### config.mk
export PLATFORM = sky130hd
export DESIGN_NAME = mac_result_buffer
export DESIGN_NICKNAME = d
export VERILOG_FILES = /design/src/rtl/mac_result_buffer.sv
export SDC_FILE = /design/constraint.sdc
export NUM_CORES = 1
export LEC_CHECK = 0
export CORE_UTILIZATION = 25
export DETAILED_ROUTE_END_ITERATION = 8
export PLACE_DENSITY = 0.48
export SYNTH_ARGS = -nofsm -noshare
export SYNTH_HDL_FRONTEND = slang
export SYNTH_SLANG_ARGS = --single-unit
export TNS_END_PERCENT = 5
### constraint.sdc
create_clock -name clk -period 10.1 [get_ports clk]
set_input_delay 1.515 -clock clk [delete_from_list [all_inputs] [get_ports clk]]
set_output_delay 1.515 -clock clk [all_outputs]
set_load 0.02 [all_outputs]
### src/rtl/mac_result_buffer.sv
// Result FIFO behind the multiply-add stage: buffers valido results, drains them over
// valid/ready, and counts results that arrive while the buffer is full.
module mac_result_buffer #(
  parameter int DEPTH = 8,
  parameter int WIDTH = 32,
  parameter int DROPW = 8
) (
  input  logic                     clk,
  input  logic                     rst,
  input  logic                     validi,
  input  logic [WIDTH-1:0]         data_in,
  input  logic                     clr_ovf,
  input  logic                     out_ready,
  output logic                     out_valid,
  output logic [WIDTH-1:0]         data_out,
  output logic [$clog2(DEPTH):0]   count,
  output logic                     full,
  output logic                     empty,
  output logic                     overflow,
  output logic [DROPW-1:0]         drop_cnt
);

  localparam int AW = $clog2(DEPTH);
  localparam int CW = AW + 1;
  localparam logic [CW-1:0] FULL_COUNT = CW'(DEPTH);

  logic [WIDTH-1:0] mem_q [DEPTH];
  logic [AW-1:0]    wr_ptr_q, wr_ptr_d;
  logic [AW-1:0]    rd_ptr_q, rd_ptr_d;
  logic [CW-1:0]    count_q, count_d;
  logic             overflow_q, overflow_d;
  logic [DROPW-1:0] drop_cnt_q, drop_cnt_d;

  logic pop, push, drop;

  assign empty     = (count_q == '0);
  assign full      = (count_q == FULL_COUNT);
  assign out_valid = !empty;
  assign data_out  = empty ? '0 : mem_q[rd_ptr_q];
  assign count     = count_q;
  assign overflow  = overflow_q;
  assign drop_cnt  = drop_cnt_q;

  // A full buffer still accepts a result when the head leaves in the same cycle.
  assign pop  = out_valid && out_ready;
  assign push = validi && (!full || pop);
  assign drop = validi && full && !pop;

  always_comb begin
    wr_ptr_d   = wr_ptr_q;
    rd_ptr_d   = rd_ptr_q;
    count_d    = count_q;
    overflow_d = overflow_q;
    drop_cnt_d = drop_cnt_q;

    if (push) wr_ptr_d = wr_ptr_q + AW'(1);
    if (pop)  rd_ptr_d = rd_ptr_q + AW'(1);

    if (push && !pop)      count_d = count_q + CW'(1);
    else if (pop && !push) count_d = count_q - CW'(1);

    if (clr_ovf) begin
      overflow_d = 1'b0;
      drop_cnt_d = '0;
    end

    // A drop in the same cycle as a clear leaves a count of one.
    if (drop) begin
      overflow_d = 1'b1;
      if (!(&drop_cnt_d)) drop_cnt_d = drop_cnt_d + DROPW'(1);
    end
  end

  always_ff @(posedge clk) begin
    if (rst) begin
      wr_ptr_q   <= '0;
      rd_ptr_q   <= '0;
      count_q    <= '0;
      overflow_q <= 1'b0;
      drop_cnt_q <= '0;
    end else begin
      wr_ptr_q   <= wr_ptr_d;
      rd_ptr_q   <= rd_ptr_d;
      count_q    <= count_d;
      overflow_q <= overflow_d;
      drop_cnt_q <= drop_cnt_d;
    end
  end

  always_ff @(posedge clk) begin
    if (!rst && push) mem_q[wr_ptr_q] <= data_in;
  end

endmodule

==> metrics <==
RSZ-0062 raised after global routing no; syn nets 585; cts hold-fix bufs 0; row cnt 75; total negative slack 0 ps; All-Layer GR Usage 10.9%; Seq/Total Area, Yosys 75.3%; Slew @ Worst Pin 1030 ps; Synth warnings 0; Core Box Area 0.0422 mm^2; # diodes 0; DR iter-0 viols 226; Syn Std Cell Area 0.0108 mm^2; first-pass GRT wire length 35600 um; largest net degree at the start of global routing 65; maximum vdd drop 0.115 mV; # port buffers between 80 and 90; initial core utilization 25.6%; vias in the first global route 5660; Clock Path Buffers 3; fin area between 0.01 and 0.015 mm^2; critical path fanouts, max 40; Routed Wire Length roughly 24000 um; Mean Syn Cell Area between 15 and 20 um^2; area growth from synthesis to layout 22.4%; P_leak approximately 4 nW; Final Hold Fails 0; most common cell after layout, fill and taps aside edfxtp_1; post-DP HPWL 13100 um; Final nets around 700; initial antenna violation count 1; num ports 85; most frequent cells in the layout edfxtp_1 (256), clkdlybuf4s50_1 (84), mux4_2 (64); final cycle utilization of the critical path a little under 50%; number of vias per cell 4.39; Worst-path clk slew 60 ps; Final GP Congestion roughly 0.71; unique cell type count in the Yosys netlist 38; critical path required time approximately 8600 ps; Antenna Nets Post-Route 0; hold_ws 474 ps; wire length per cell 19.6 um; global route total overflow 0; Final Setup Violations 0; CTS HTree Levels 1; # Post-CTS Setup Buffers 0; Die Height 210 um; clock root buffer clkbuf_16; post_cts resized 0; element type at the critical path start register; Worst-Skew Late Latency 550 ps; crit path DAT 3440 ps; multi-input logic area 0.00258 mm^2; total power per unit cell area 237 mW/mm^2; maxcap violations 0; status finished, final reports clean; DIE AREA ~0.044 mm^2; WS Path Type reg -> out; Synth Register Bits between 200 and 300; Sequential cell area between 0.008 and 0.009 mm^2; residual DRC count 0; TritonCTS buffer count 31; CTS tree built; drt first pass iters 4; Final Skew 7.78 ps; share of cells above drive strength 1 roughly 20%; Worst Setup End Kind primary output; Fmax about 200 MHz; max-slew violations 0; Tmin final 4960 ps; Final Util 31.3%; # clock sinks 278; type of the tightest min-delay check reg -> reg; number of fillers in the final layout 4121; Syn Inst Count 541; Die X 210 um; worst rel slew slack 31.3%; placed instance area 0.0123 mm^2; via count 5280; Place WS 5540 ps; fin worst setup slack about 5000 ps
[final timing paths]
| kind | start | end | slack, ps | cells after the start |
|---|---|---|---|---|
| hold / removal | rd_ptr_q[1]$_SDFFE_PP0P_ | register | 470 | 2 |
| setup / recovery | register | data_out[9] | 5140 | 5 |
| hold reg to reg | rd_ptr_q[1]$_SDFFE_PP0P_ | register | 470 | 2 |
| setup reg to reg | count[0]$_SDFFE_PP0P_ | count[3]$_SDFFE_PP0P_ | 6950 | 10 |
[layout make-up]
| type | instances | share of cell area [%] |
|---|---|---|
| tap | 539 | 5.10 |
| clock inverter | 14 | 0.473 |
| multi-input combinational | 231 | 19.5 |
| clock buffer | 39 | 6.10 |
| timing repair buffer | 96 | 7.04 |
| inverter | 6 | 0.170 |
| sequential | 278 | 61.6 |
[registers in the layout, indices dropped and copies added, names as in the netlist, named ones only]
name / cells
mem_q: 256
drop_cnt: 8
count: 4
rd_ptr_q: 3
wr_ptr_q: 3
overflow: 1
[per-stage QoR]
step | total power [W] | std cells
2_1_floorplan | 0.00188 | 541
3_3_place_gp | 0.00221 | 1150
3_5_place_dp | 0.00221 | 1150
4_1_cts | 0.00320 | 1203
5_1_grt | 0.00329 | 1203
6_report | 0.00313 | 1203
[cell usage after synthesis (all sizes together)]
cell      n  share of area (%)
ha        6               0.70
clkbuf   12               0.42
nand2    12               0.42
or4b      1               0.13
nand2b    4               0.23
inv       6               0.21
or4       4               0.30
a21boi    2               0.14
nor2     48                1.7
nand4     1              0.058
xor2      3               0.24
buf      14               0.63
edfxtp  256                 71
dfxtp    22                4.1
nand3    10               0.46
mux2i    34                3.2
a221o     1              0.093
a211oi    2               0.14
mux2      1               0.10
nor2b     3               0.17
a31oi     2               0.12
a32o      1              0.093
nor3      6               0.28
or2       1              0.058
mux4     64                 13
a31o      1              0.081
o31ai     2               0.14
fa        1               0.19
nor4      3               0.17
a21oi    10               0.46
a41o      1              0.093
xnor2     1              0.081
o21ai     3               0.14
or3       3               0.19
[where the power goes]
| group | leakage (nW) | total [W] | internal (W) | switching [W] |
|---|---|---|---|---|
| sequential | 2.49 | 0.00137 | 0.00129 | 0.0000731 |
| combinational | 1.08 | 0.000790 | 0.000405 | 0.000385 |
| clock | 0.425 | 0.000973 | 0.000555 | 0.000418 |
| total | 4.00 | 0.00313 | 0.00225 | 0.000876 |
[logic make-up after synthesis]
| group | after synthesis | synth area share [%] |
|---|---|---|
| flops | 278 | 75.3 |
| mux | 99 | 16.6 |
| simple gates | 96 | 4.14 |
| buf+inv | 32 | 1.25 |
| compound gates | 25 | 1.50 |
| fa+ha+maj | 7 | 0.881 |
| xor+xnor | 4 | 0.325 |
[routing by layer]
layer,vias to the layer above,GRT usage [%],share of wire (%)
met5,-,0,0.051
met4,2,2.69,2.2
met3,39,2.01,4.2
met2,106,18.7,50
met1,2732,14.1,43
li1,2401,-,-
[critical path, cell delays in order (launching register included)]
cell             delay [ps]
dfxtp_4                 680
buf_4                   760
mux4_2                  600
mux2i_1                 210
nor2_1                   70
clkdlybuf4s50_1         570
Note: power is estimated with default switching activity, not from simulation.
